<file path="src/rtl/stack_burst_ctrl.sv">
// Burst save/restore sequencer between the register file and the CPU hardware stack; optional STACK_BURST_HWM_EN adds a depth high-water mark.
// Latency: push/pop of N words finishes with done at accept+N+2; rejected or empty requests finish at accept+1.
// Backpressure: req_ready only in IDLE; stall freezes issue/retire, and a skid register holds in-flight data.
`timescale 1ns/1ps
module stack_burst_ctrl #(
   parameter int DEPTH   = 1024,
   parameter int DEPTH_W = 10,
   parameter int REG_W   = 4,
   parameter int CNT_W   = 4
) (
   input  logic               i_clk,
   input  logic               i_reset,
   input  logic               i_req_valid,
   output logic               o_req_ready,
   input  logic               i_req_op,
   input  logic [REG_W-1:0]   i_req_first,
   input  logic [CNT_W-1:0]   i_req_count,
   input  logic               i_stall,
   output logic [REG_W-1:0]   o_rf_raddr,
   input  logic [31:0]        i_rf_rdata,
   output logic               o_rf_we,
   output logic [REG_W-1:0]   o_rf_waddr,
   output logic [31:0]        o_rf_wdata,
   output logic [31:0]        o_stk_d,
   output logic               o_stk_push,
   output logic               o_stk_pop,
   input  logic [31:0]        i_stk_q,
   output logic               o_busy,
   output logic               o_done,
   output logic               o_err_overflow,
   output logic               o_err_underflow,
`ifdef STACK_BURST_HWM_EN
   input  logic               i_hwm_clr,
   output logic [DEPTH_W:0]   o_hwm,
`endif
   output logic [DEPTH_W:0]   o_depth
);

   localparam int SUM_W = DEPTH_W + 2;
   localparam logic [DEPTH_W:0] ONE_D = 1;

   typedef enum logic [2:0] {S_IDLE, S_PUSH, S_POP, S_DRAIN, S_FIN} state_t;

   state_t            r_state;
   state_t            w_next;
   logic              r_op;
   logic [CNT_W-1:0]  r_left;
   logic [REG_W-1:0]  r_addr;
   logic [REG_W-1:0]  r_wa;
   logic              r_pend;
   logic              r_sk_vld;
   logic [31:0]       r_sk_dat;
   logic              r_ovf;
   logic              r_unf;
   logic [DEPTH_W:0]  r_depth;

   logic              w_accept;
   logic [SUM_W-1:0]  w_sum;
   logic              w_ovf;
   logic              w_unf;
   logic              w_empty;
   logic              w_issue;
   logic              w_retire;
   logic [31:0]       w_xfer;

   assign w_accept = i_req_valid & (r_state == S_IDLE);
   assign w_sum    = SUM_W'(r_depth) + SUM_W'(i_req_count);
   assign w_ovf    = ~i_req_op & (w_sum > SUM_W'(DEPTH));
   assign w_unf    = i_req_op & (SUM_W'(i_req_count) > SUM_W'(r_depth));
   assign w_empty  = (i_req_count == '0);

   // one word issued per unstalled PUSH/POP cycle; the previous word retires in the same unstalled cycle
   assign w_issue  = ~i_stall & ((r_state == S_PUSH) | (r_state == S_POP));
   assign w_retire = ~i_stall & r_pend;

   // data for the retiring word: skid copy if a stall interrupted it, else the live read port
   assign w_xfer   = r_sk_vld ? r_sk_dat : (r_op ? i_stk_q : i_rf_rdata);

   assign o_req_ready     = (r_state == S_IDLE);
   assign o_busy          = (r_state != S_IDLE);
   assign o_done          = (r_state == S_FIN);
   assign o_err_overflow  = (r_state == S_FIN) & r_ovf;
   assign o_err_underflow = (r_state == S_FIN) & r_unf;
   assign o_rf_raddr      = r_addr;
   assign o_rf_waddr      = r_wa;
   assign o_rf_wdata      = w_xfer;
   assign o_stk_d         = w_xfer;
   assign o_stk_push      = w_retire & ~r_op;
   assign o_stk_pop       = w_issue & r_op;
   assign o_rf_we         = w_retire & r_op;
   assign o_depth         = r_depth;

   // state register
   always_ff @(posedge i_clk or negedge i_reset) begin
      if (!i_reset) r_state <= S_IDLE;
      else          r_state <= w_next;
   end

   // next-state: rejected or empty requests go straight to FIN
   always_comb begin
      w_next = r_state;
      case (r_state)
         S_IDLE: begin
            if (w_accept) begin
               if (w_ovf | w_unf | w_empty) w_next = S_FIN;
               else if (i_req_op)           w_next = S_POP;
               else                         w_next = S_PUSH;
            end
         end
         S_PUSH, S_POP: if (w_issue && (r_left == CNT_W'(1))) w_next = S_DRAIN;
         S_DRAIN:       if (w_retire) w_next = S_FIN;
         S_FIN:         w_next = S_IDLE;
         default:       w_next = S_IDLE;
      endcase
   end

   // burst bookkeeping: address walk (up for push, down for pop), remaining count, pending word, skid
   always_ff @(posedge i_clk or negedge i_reset) begin
      if (!i_reset) begin
         r_op     <= 1'b0;
         r_left   <= '0;
         r_addr   <= '0;
         r_wa     <= '0;
         r_pend   <= 1'b0;
         r_sk_vld <= 1'b0;
         r_sk_dat <= '0;
         r_ovf    <= 1'b0;
         r_unf    <= 1'b0;
      end else begin
         if (w_accept) begin
            r_op   <= i_req_op;
            r_left <= i_req_count;
            r_addr <= i_req_op ? (i_req_first + REG_W'(i_req_count) - REG_W'(1)) : i_req_first;
            r_ovf  <= w_ovf;
            r_unf  <= w_unf;
         end else if (w_issue) begin
            r_left <= r_left - CNT_W'(1);
            r_addr <= r_op ? (r_addr - REG_W'(1)) : (r_addr + REG_W'(1));
            r_wa   <= r_addr;
         end
         r_pend <= w_issue | (r_pend & i_stall);
         if (w_retire) begin
            r_sk_vld <= 1'b0;
         end else if (r_pend & i_stall & ~r_sk_vld) begin
            r_sk_vld <= 1'b1;
            r_sk_dat <= r_op ? i_stk_q : i_rf_rdata;
         end
      end
   end

   // stack occupancy follows the strobes; push and pop never coincide
   always_ff @(posedge i_clk or negedge i_reset) begin
      if (!i_reset)        r_depth <= '0;
      else if (o_stk_push) r_depth <= r_depth + ONE_D;
      else if (o_stk_pop)  r_depth <= r_depth - ONE_D;
   end

`ifdef STACK_BURST_HWM_EN
   logic [DEPTH_W:0] r_hwm;
   assign o_hwm = r_hwm;

   // high-water mark lags depth by one cycle; clear rebases it to the current depth
   always_ff @(posedge i_clk or negedge i_reset) begin
      if (!i_reset)              r_hwm <= '0;
      else if (i_hwm_clr)        r_hwm <= r_depth;
      else if (r_depth > r_hwm)  r_hwm <= r_depth;
   end
`endif

endmodule

</file>
<file path="config.mk">
export PLATFORM = sky130hd
export DESIGN_NAME = stack_burst_ctrl
export DESIGN_NICKNAME = d
export VERILOG_FILES = /design/src/rtl/stack_burst_ctrl.sv
export SDC_FILE = /design/constraint.sdc
export NUM_CORES = 1
export LEC_CHECK = 0
export BUFFER_PORTS_ARGS = -buffer_cell sky130_fd_sc_hd__buf_2
export CORE_MARGIN = 3
export CORE_UTILIZATION = 51
export DETAILED_ROUTE_END_ITERATION = 12
export PLACE_DENSITY = 0.81
export SLEW_MARGIN = 5
export SYNTH_ARGS = -nofsm -noshare
export SYNTH_HDL_FRONTEND = slang
export SYNTH_SLANG_ARGS = --single-unit
</file>
<file path="constraint.sdc">
create_clock -name i_clk -period 3.46 [get_ports i_clk]
set_input_delay 0.346 -clock i_clk [delete_from_list [all_inputs] [get_ports i_clk]]
set_output_delay 0.346 -clock i_clk [all_outputs]
set_load 0.02 [all_outputs]
</file>
; ---- Word level (Yosys, flattened, before mapping)
; Index checks and enable logic that the tools add are counted.
[word_totals]
n_memories = 0
latchBits = 0
elab_cells = 80
in_bits = 77
output_inout_bits = 91
mem_bits_rw = 0
mem_bits_ro = 0
ff_bits = 63
[classes]
div = 0
n_addsub = 8
n_reduce_logical = 11
n_mux = 18
n_eq_ne = 8
bitwise = 22
order_cmp = 2
multipliers = 0
shifts = 0
[ops]
columns = cell, n
row1 = $mux W32, 2
row2 = $mux W4, 6
row3 = $mux W11, 2
row4 = $add A11 B4 Y12, 1
row5 = $and A1 B1 Y1, 12
row6 = $gt A12 B11 Y1 const B, 1
row7 = $mux W3, 4
row8 = $sub A4 B1 Y4 const B, 3
row9 = $add A11 B1 Y11 const B, 1
row10 = $gt A4 B11 Y1, 1
row11 = $sub A11 B1 Y11 const B, 1
row12 = $pmux W3 S3, 1
row13 = $eq A3 B2 Y1 const B, 2
row14 = $not A1 Y1, 6
row15 = $reduce_bool A2 Y1, 3
row16 = $add A4 B1 Y4 const B, 1
row17 = $add A4 B4 Y4, 1
row18 = $eq A4 B1 Y1 const B, 1
row19 = $logic_not A4 Y1, 1
row20 = $ne A2 B2 Y1 const B, 2
row21 = $or A1 B1 Y1, 4
row22 = $reduce_and A2 Y1, 2
row23 = $eq A3 B1 Y1 const B, 1
row24 = $eq A3 B3 Y1 const B, 1
row25 = other kinds (8), 9

; ---- Depth between registers and ports, before layout
; Gate-level depths: netlist of the first run.
[depth]
word_depth = 8
ltp_mapped = 12
mapped_depth_nobuf = 12

; ---- Worst setup path after synthesis of the first run
; No wires, ideal clock.
[synth_timing]
path_type = register to register
from = register r_op
to = register r_depth[10] (netlist: o_depth[10])
setup_ps = 80
stages_incl_launch_ff = 11
required_ps = 3380
synth_period_minus_slack_ps = 2618
arrival_time_ps = 2538
n_path_buf = 1
setup_slack_ps = 842
cell_sequence = dfrtp_1 -> clkbuf_1 -> inv_1 -> nand2_1 -> fa_1 -> a211oi_1 -> nor2_1 -> o311ai_2 -> a21oi_1 -> o31ai_1 -> xnor2_1
[synth_between]
elab_chain_cells = 3
elab_cells_between_ends = 5
cone_classes = 1 x mux / 3 x bitwise / 1 x reduce/logical
[synth_lines]
columns = item, line
row1 = start: declaration, 46  ; logic r_op;
row2 = start signal: assignment, 131  ; r_op <= i_req_op;
row3 = $not A1 Y1, 88  ; assign o_stk_push = w_retire & ~r_op;
row4 = $and A1 B1 Y1, 88
row5 = $mux W11 or $reduce_bool A2 Y1 (tied branches), -
row6 = end signal: assignment, 154  ; else if (o_stk_push) r_depth <= r_depth + ONE_D;
row7 = end signal: assignment, 155  ; else if (o_stk_pop) r_depth <= r_depth - ONE_D;
row8 = end: declaration, 55  ; logic [DEPTH_W:0] r_depth;
; Parallel ways exist; a longest one is shown, timed or not.
; A chain may end at the register's enable or synchronous reset.

; ---- Final worst setup path of the first run
[layout_timing]
from = register r_pend
to = register r_depth[10] (netlist: o_depth[10])
[layout_between]
elab_chain_cells = 3
elab_cells_between_ends = 4
cone_classes = 1 x mux / 2 x bitwise / 1 x reduce/logical
[layout_lines]
columns = item, line
row1 = start: declaration, 50  ; logic r_pend;
row2 = start signal: assignment, 141  ; r_pend <= w_issue | (r_pend & i_stall);
row3 = $and A1 B1 Y1 (*), 74  ; assign w_retire = ~i_stall & r_pend;
row4 = $and A1 B1 Y1 (*), 88
row5 = $mux W11 or $reduce_bool A2 Y1 (tied branches), -
; Every way passes the cells marked *; elsewhere a longest branch is shown, timed or not.

==> metrics.txt, run 1 <==
status=completed; highest fanout seen on the critical path=12; chip height=103 um; TritonCTS clock tree=done; total half-perimeter wirelength after legalization and detailed placement=8.83 mm; Slew @ Worst Pin=666 ps; die area=10600 um^2; wire length of the first global-routing pass=17.8 mm; detailed-router iteration count before antenna repair=4; drt total wl=11.4 mm; Placement Rows=34; Hold Violations, Final=0; end of the worst register-to-register path=o_depth[10]; Bufs on Longest Clock Path=2; dominant cells by area after synthesis=sky130_fd_sc_hd__dfrtp_1 33%, sky130_fd_sc_hd__mux2_2 23%, sky130_fd_sc_hd__ha_1 6.5%; part of the Yosys area used for sequential elements=0.328; number of enable-type register cells in the synthesized netlist=0; clock buffer count from CTS=9; worst hold-check slack=2.64 ps; Core Area=8930 um^2; net count reported at finish=719; reg-to-reg startpoint=r_pend; number of ports placed on the die boundary=168; starting density of the core=0.538; number of buffers added to fix hold violations after cts=0; clock tree root buffer cell=sky130_fd_sc_hd__clkbuf_8; worst reg2reg path depth=9; slack of the worst reg-to-reg path=530 ps; source of the critical timing path=r_pend; fraction of synthesis flops using an asynchronous set or reset pin=1.00; maximum frequency from static timing analysis=342 MHz; Clock Skew=11.1 ps; Clock transition at path regs=70 ps; Worst setup EP type=flip-flop; total via count after detailed routing=3973; final antenna diode count=0; CTS sink cnt=63; antenna violations before repair=0; number of pins exceeding their max-slew limit in the final report=0; accumulated negative setup slack=0 ps; prevailing post-synth register cell=sky130_fd_sc_hd__dfrtp_1; cells after synthesis=484; Synthesized Nets=590; number of flip-flops and latches in the synthesized netlist=63; number of vias per cell after detailed routing=5.49; headroom to the max-slew limit=0.555; Routed Antenna Nets=0; post-synthesis to final-layout area growth=16.9%; Worst-Skew Late Latency=330 ps; largest net degree at the start of global routing=40; final standard cell count with taps included and fillers excluded=724; setup repair after global routing missed its margin=no; core occupancy in the finished layout=0.629; power density normalized to cell area=1070 nW/um^2; remaining routing DRC violations=0; total setup buffers inserted after CTS=0; Inst Count DP=710; Mapped Area=4810 um^2; area leader, netlist=sky130_fd_sc_hd__dfrtp_1; number of failing setup endpoints in the final timing report=0; post-cts gate resize count=0; peak supply drop=0.535 mV; Leak Pwr=2.75 nW; vias in the first global route=3781; fin crit share=0.846; Die X-Extent=103 um; crit path kind=reg2reg; Overflow after GRT=0; Unique masters post-synth=60; startpoint kind of the worst setup timing path=flip-flop; fraction of final layout cells sized beyond drive strength 1=0.471; max-cap violation count=0; signal arrival time at the worst endpoint=3170 ps; warning count from the yosys run=0; all-layer global routing usage=0.211; # H-tree levels=3; top-area cell type share of the netlist area=0.328; final critical path time including I/O delays and setup=2930 ps; worst hold-check path type=in2async; post-synthesis average cell area=9.93 um^2; CP required=3710 ps; iteration-0 DRC count of the detailed router=152; final weighted congestion of routability-driven global placement=0.836; detail-routed net length per standard cell=15.8 um; PortBufs=167
[sequential cells by signal, indices dropped and copies added, names as in the netlist, 3 cells and up]
register and cells:
r_left 4, o_depth 11, r_sk_dat 32, r_state 3
o_rf_waddr 4, o_rf_raddr 4
[Yosys cell counts, drive strengths merged, types with 4 or more instances]
cell type,count
o211ai,4
a211oi,7
dfrtp,63
nor2b,8
nand3,4
ha,25
xor2,8
nand2,39
clkbuf,11
nor2,23
xnor2,11
nor4,7
inv,28
o21ai,23
fa,4
a21oi,15
mux2,97
and2,4
buf,42
nor3,7
nand4,4
[power by group]
part	total (W)	switching, W	internal [W]
Combinational	0.00402	0.00231	0.00170
Sequential	0.00148	0.000366	0.00111
Clock	0.000534	0.000287	0.000247
Total	0.00603	0.00297	0.00306
[worst max-delay path, stage by stage, from the launching register on]
cell and delay (ps):
sky130_fd_sc_hd__dfrtp_1 410, sky130_fd_sc_hd__and2b_2 190, sky130_fd_sc_hd__nand2_1 350, sky130_fd_sc_hd__fa_1 600, sky130_fd_sc_hd__a211oi_1 250, sky130_fd_sc_hd__nor2_1 140, sky130_fd_sc_hd__o311ai_2 340, sky130_fd_sc_hd__a21oi_1 120
sky130_fd_sc_hd__o31ai_1 270, sky130_fd_sc_hd__xnor2_1 160
[metal layers]
metal | wire (um) | part of all wire | vias up | GRT usage
li1 | - | - | 1926 | -
met4 | 152 | 0.013 | 0 | 0.0707
met3 | 555 | 0.049 | 10 | 0.0304
met2 | 5870 | 0.51 | 108 | 0.362
met5 | 0 | 0 | - | 0
met1 | 4840 | 0.42 | 1929 | 0.274
[how the worst max path moves through the flow]
stage                             end  slack [ps]  cells after the start
final                     o_depth[10]         530                      9
after global routing      o_depth[10]         340                      9
after CTS                 o_depth[10]         550                      9
after detailed placement  o_depth[10]         420                     10
after global placement    o_depth[10]         540                     10
after floorplan           o_depth[10]         840                     10
[logic make-up (layout without fill, tap and decap cells)]
logic type      Yosys count  count (layout)  share of synthesized area
xor+xnor                 19              19                     0.0346
mux                     100             100                      0.233
flops                    63              63                      0.328
buf+inv                  82             214                     0.0929
compound gates           72              72                     0.0984
fa+ha+maj                29              29                     0.0817
simple gates            119             119                      0.131
[metrics by stage]
stage	setup slack, ps	power, W	instance area (um^2)
after floorplan	842	0.00473	4810
after global placement	541	0.00539	5470
after detailed placement	417	0.00552	5470
after CTS	554	0.00607	5620
after global routing	335	0.00653	5620
final	534	0.00603	5620
[layout make-up]
class	count	area (um^2)
multi-input combinational	339	2780
clock inverter	5	27.5
timing repair buffer	171	866
tap	108	135
inverter	29	109
clock buffer	9	124
sequential	63	1580
fill	753	3310
[cell usage in the layout (no fill, tap or decap), types with 9 or more instances in the layout]
cell type,instances
sky130_fd_sc_hd__clkbuf_8,9
sky130_fd_sc_hd__buf_2,167
sky130_fd_sc_hd__ha_1,25
sky130_fd_sc_hd__a21oi_1,15
sky130_fd_sc_hd__inv_1,28
sky130_fd_sc_hd__nand2_1,39
sky130_fd_sc_hd__xnor2_1,11
sky130_fd_sc_hd__dfrtp_1,63
sky130_fd_sc_hd__mux2_2,97
sky130_fd_sc_hd__nor2_1,22
sky130_fd_sc_hd__o21ai_0,21
No activity file was read; power rests on OpenSTA's default activity.
==> run 2, diff against run 1 <==
- clock period: 3.46 -> 2.7 ns (I/O delays scaled with it)
==> run 2 against run 1 <==
Cell area grew 2.5%; utilization rose by 1.6 points; global-route usage is 1.1 points higher; largest cell class unchanged; fmax rose by 15%; combinational power increased by 35%; wire length is 4.4% higher; via count is 2.1% higher; largest power group unchanged; highest routed layer unchanged.
==> metrics.txt, run 2 (synthesis gave the netlist of run 1 again) <==
number of ports placed on the die boundary=168 (unchanged); cell area reported after detailed placement=5570 um^2 (+1.7%); total half-perimeter wirelength after legalization and detailed placement=9.19 mm (+4.0%); fraction of power spent switching nets=0.482 (-0.0100); part of the power in registers=0.228 (-0.017); final critical path time including I/O delays and setup=2540 ps (-387 ps); drt total wl=11.9 mm (+4.4%); chip height=103 um (unchanged); Filler cells=732 (-2.8%); delay of the slowest critical-path stage=460 ps (-140 ps); power density normalized to cell area=1390 nW/um^2 (+30%); # H-tree levels=3 (unchanged); Clock transition at path regs=70 ps (about the same); CTS sink cnt=63 (unchanged); net count reported at finish=731 (+1.7%); status=completed; Crit path max-delay family=compound AO/OA/AOI/OAI gates; number of pins exceeding their max-slew limit in the final report=0 (unchanged); Overflow after GRT=0 (unchanged); Slew @ Worst Pin=740 ps (+73.5 ps); detailed-router iteration count before antenna repair=4 (unchanged); startpoint kind of the worst setup timing path=flip-flop; detail-routed net length per standard cell=16.2 um (+2.7%); wire length of the first global-routing pass=18.7 mm (+4.9%); clock tree root buffer cell=sky130_fd_sc_hd__clkbuf_8; Die X-Extent=103 um (unchanged); Hold Violations, Final=0 (unchanged); most common library cell in the layout ignoring fill and taps=sky130_fd_sc_hd__buf_2; Core Area=8930 um^2 (unchanged); CP required=2960 ps (-750 ps); clock buffer count from CTS=9 (unchanged); cell with the largest stage delay on the worst path=sky130_fd_sc_hd__fa_1; cell-internal power=0.00416 W (+36%); final antenna diode count=0 (unchanged); remaining routing DRC violations=0 (unchanged); Leak Pwr=2.83 nW (+2.9%); power spent charging and discharging nets=0.00387 W (+31%); largest net degree at the start of global routing=37 (-7.5%); fraction of final layout cells sized beyond drive strength 1=0.481 (+0.0101); maximum frequency from static timing analysis=394 MHz (+15%); portion of total power attributed to combinational logic=0.675 (+0.009); all-layer global routing usage=0.222 (+0.0106); worst hold-check path type=in2reg; die area=10600 um^2 (unchanged); starting density of the core=0.538 (unchanged); max-cap violation count=0 (unchanged); combined flip-flop and latch cell area=1580 um^2 (unchanged); iteration-0 DRC count of the detailed router=132 (-13%); signal arrival time at the worst endpoint=2800 ps (-370 ps); total via count after detailed routing=4056 (+2.1%); Clock power frac=0.096 (+0.007); number of failing setup endpoints in the final timing report=0 (unchanged); Clock Skew=12.2 ps (+1.07 ps); TritonCTS clock tree=done; final weighted congestion of routability-driven global placement=0.912 (+9.2%); post-synthesis to final-layout area growth=19.9%; Routed Antenna Nets=0 (unchanged); number of vias per cell after detailed routing=5.51 (+0.42%); antenna violations before repair=0 (unchanged); ordered cell list for the critical path=and2b_2 -> nand2_1 -> buf_12 -> fa_1 -> a211oi_2 -> nor2_1 -> o311ai_2 -> a21oi_1 -> o31ai_2 -> xnor2_1; Critical path buffers and inverters=1 (+1); highest fanout seen on the critical path=12 (unchanged); vias in the first global route=4044 (+7.0%); headroom to the max-slew limit=0.503 (-0.0523); max FFs per register=32 (unchanged); fin crit share=0.940 (+0.0946); peak supply drop=0.719 mV (+34%); Worst setup EP type=flip-flop; post-route cell area=5760 um^2 (+2.5%); crit path kind=reg2reg; Bufs on Longest Clock Path=2 (unchanged); highest-count cells in the layout ignoring fill and taps=167 x sky130_fd_sc_hd__buf_2, 97 x sky130_fd_sc_hd__mux2_2, 63 x sky130_fd_sc_hd__dfrtp_1; Worst-Skew Late Latency=330 ps (about the same); core occupancy in the finished layout=0.645 (+0.0157); PortBufs=167 (unchanged); largest reg by FF count=r_sk_dat; Placement Rows=34 (unchanged); area used by multi-input combinational logic=2790 um^2 (+0.36%)
-- run 2: cell count changes in the layout (fill, tap and decap cells not counted), sizes merged --
cell	change
clkbuf	+1
clkinvlp	-1
clkinv	-1
bufinv	+1
dlygate4sd3	+1
buf	+11
-- run 2: cell type report --
class                      count  share of cell area
timing repair buffer         183               0.169
multi-input combinational    339               0.485
clock buffer                  10              0.0221
inverter                      29              0.0189
sequential                    63               0.274
tap                          108              0.0235
clock inverter                 4             0.00847
-- run 2: per-stage QoR --
step | cells | hold WS (ps) | total power (W) | setup WS (ps) | TNS (ps)
2_1_floorplan | 484 | -25.6 | 0.00606 | 81.7 | 0
3_3_place_gp | 721 | 320 | 0.00708 | 145 | 0
3_5_place_dp | 721 | 340 | 0.00725 | 86.1 | 0
4_1_cts | 736 | 211 | 0.00806 | 173 | 0
5_1_grt | 736 | 220 | 0.00865 | -8.09 | -8.09
6_report | 736 | 234 | 0.00803 | 161 | 0
-- run 2: worst paths after layout --
check	depth (start not counted)	startpoint	end	slack, ps
worst max-delay path	10	r_pend	o_depth[10]	160
worst min-delay path	2	i_req_count[0]	r_left[0]	230
worst max register to register	10	r_pend	o_depth[10]	160
worst min register to register	2	r_ovf	r_ovf	470
max in group asynchronous	3	i_reset	o_rf_waddr[3]	1230
min in group asynchronous	2	i_reset	r_sk_dat[13]	560
-- run 2: power by group through the flow --
stage | sequential (W) | clock, W | combinational, W
5_1_grt | 0.00190 | 0.000834 | 0.00592
3_3_place_gp | 0.00181 | 0 | 0.00526
4_1_cts | 0.00183 | 0.000789 | 0.00543
2_1_floorplan | 0.00188 | 0 | 0.00418
3_5_place_dp | 0.00185 | 0 | 0.00540
6_report | 0.00183 | 0.000775 | 0.00542
-- run 2: repair_timing --
action,in CTS,in global routing
buffers inserted,0,0
hold buffers,1,0
setup endpoints to repair,0,1
hold endpoints to repair,28,0
resized for setup,0,2
-- run 2: layer usage --
layer / share of wire / wire (um) / global-route usage
met3: 0.048 / 569 / 0.0365
met4: 0.016 / 185 / 0.0797
met2: 0.52 / 6210 / 0.395
met1: 0.42 / 4960 / 0.270
met5: 0 / 0 / 0
-- run 2: worst register-to-register path, cell delays in order (launching register included) --
cell and delay (ps):
sky130_fd_sc_hd__dfrtp_1 400, sky130_fd_sc_hd__and2b_2 190, sky130_fd_sc_hd__nand2_1 100, sky130_fd_sc_hd__buf_12 170, sky130_fd_sc_hd__fa_1 460, sky130_fd_sc_hd__a211oi_2 200
sky130_fd_sc_hd__nor2_1 100, sky130_fd_sc_hd__o311ai_2 330, sky130_fd_sc_hd__a21oi_1 140, sky130_fd_sc_hd__o31ai_2 240, sky130_fd_sc_hd__xnor2_1 150
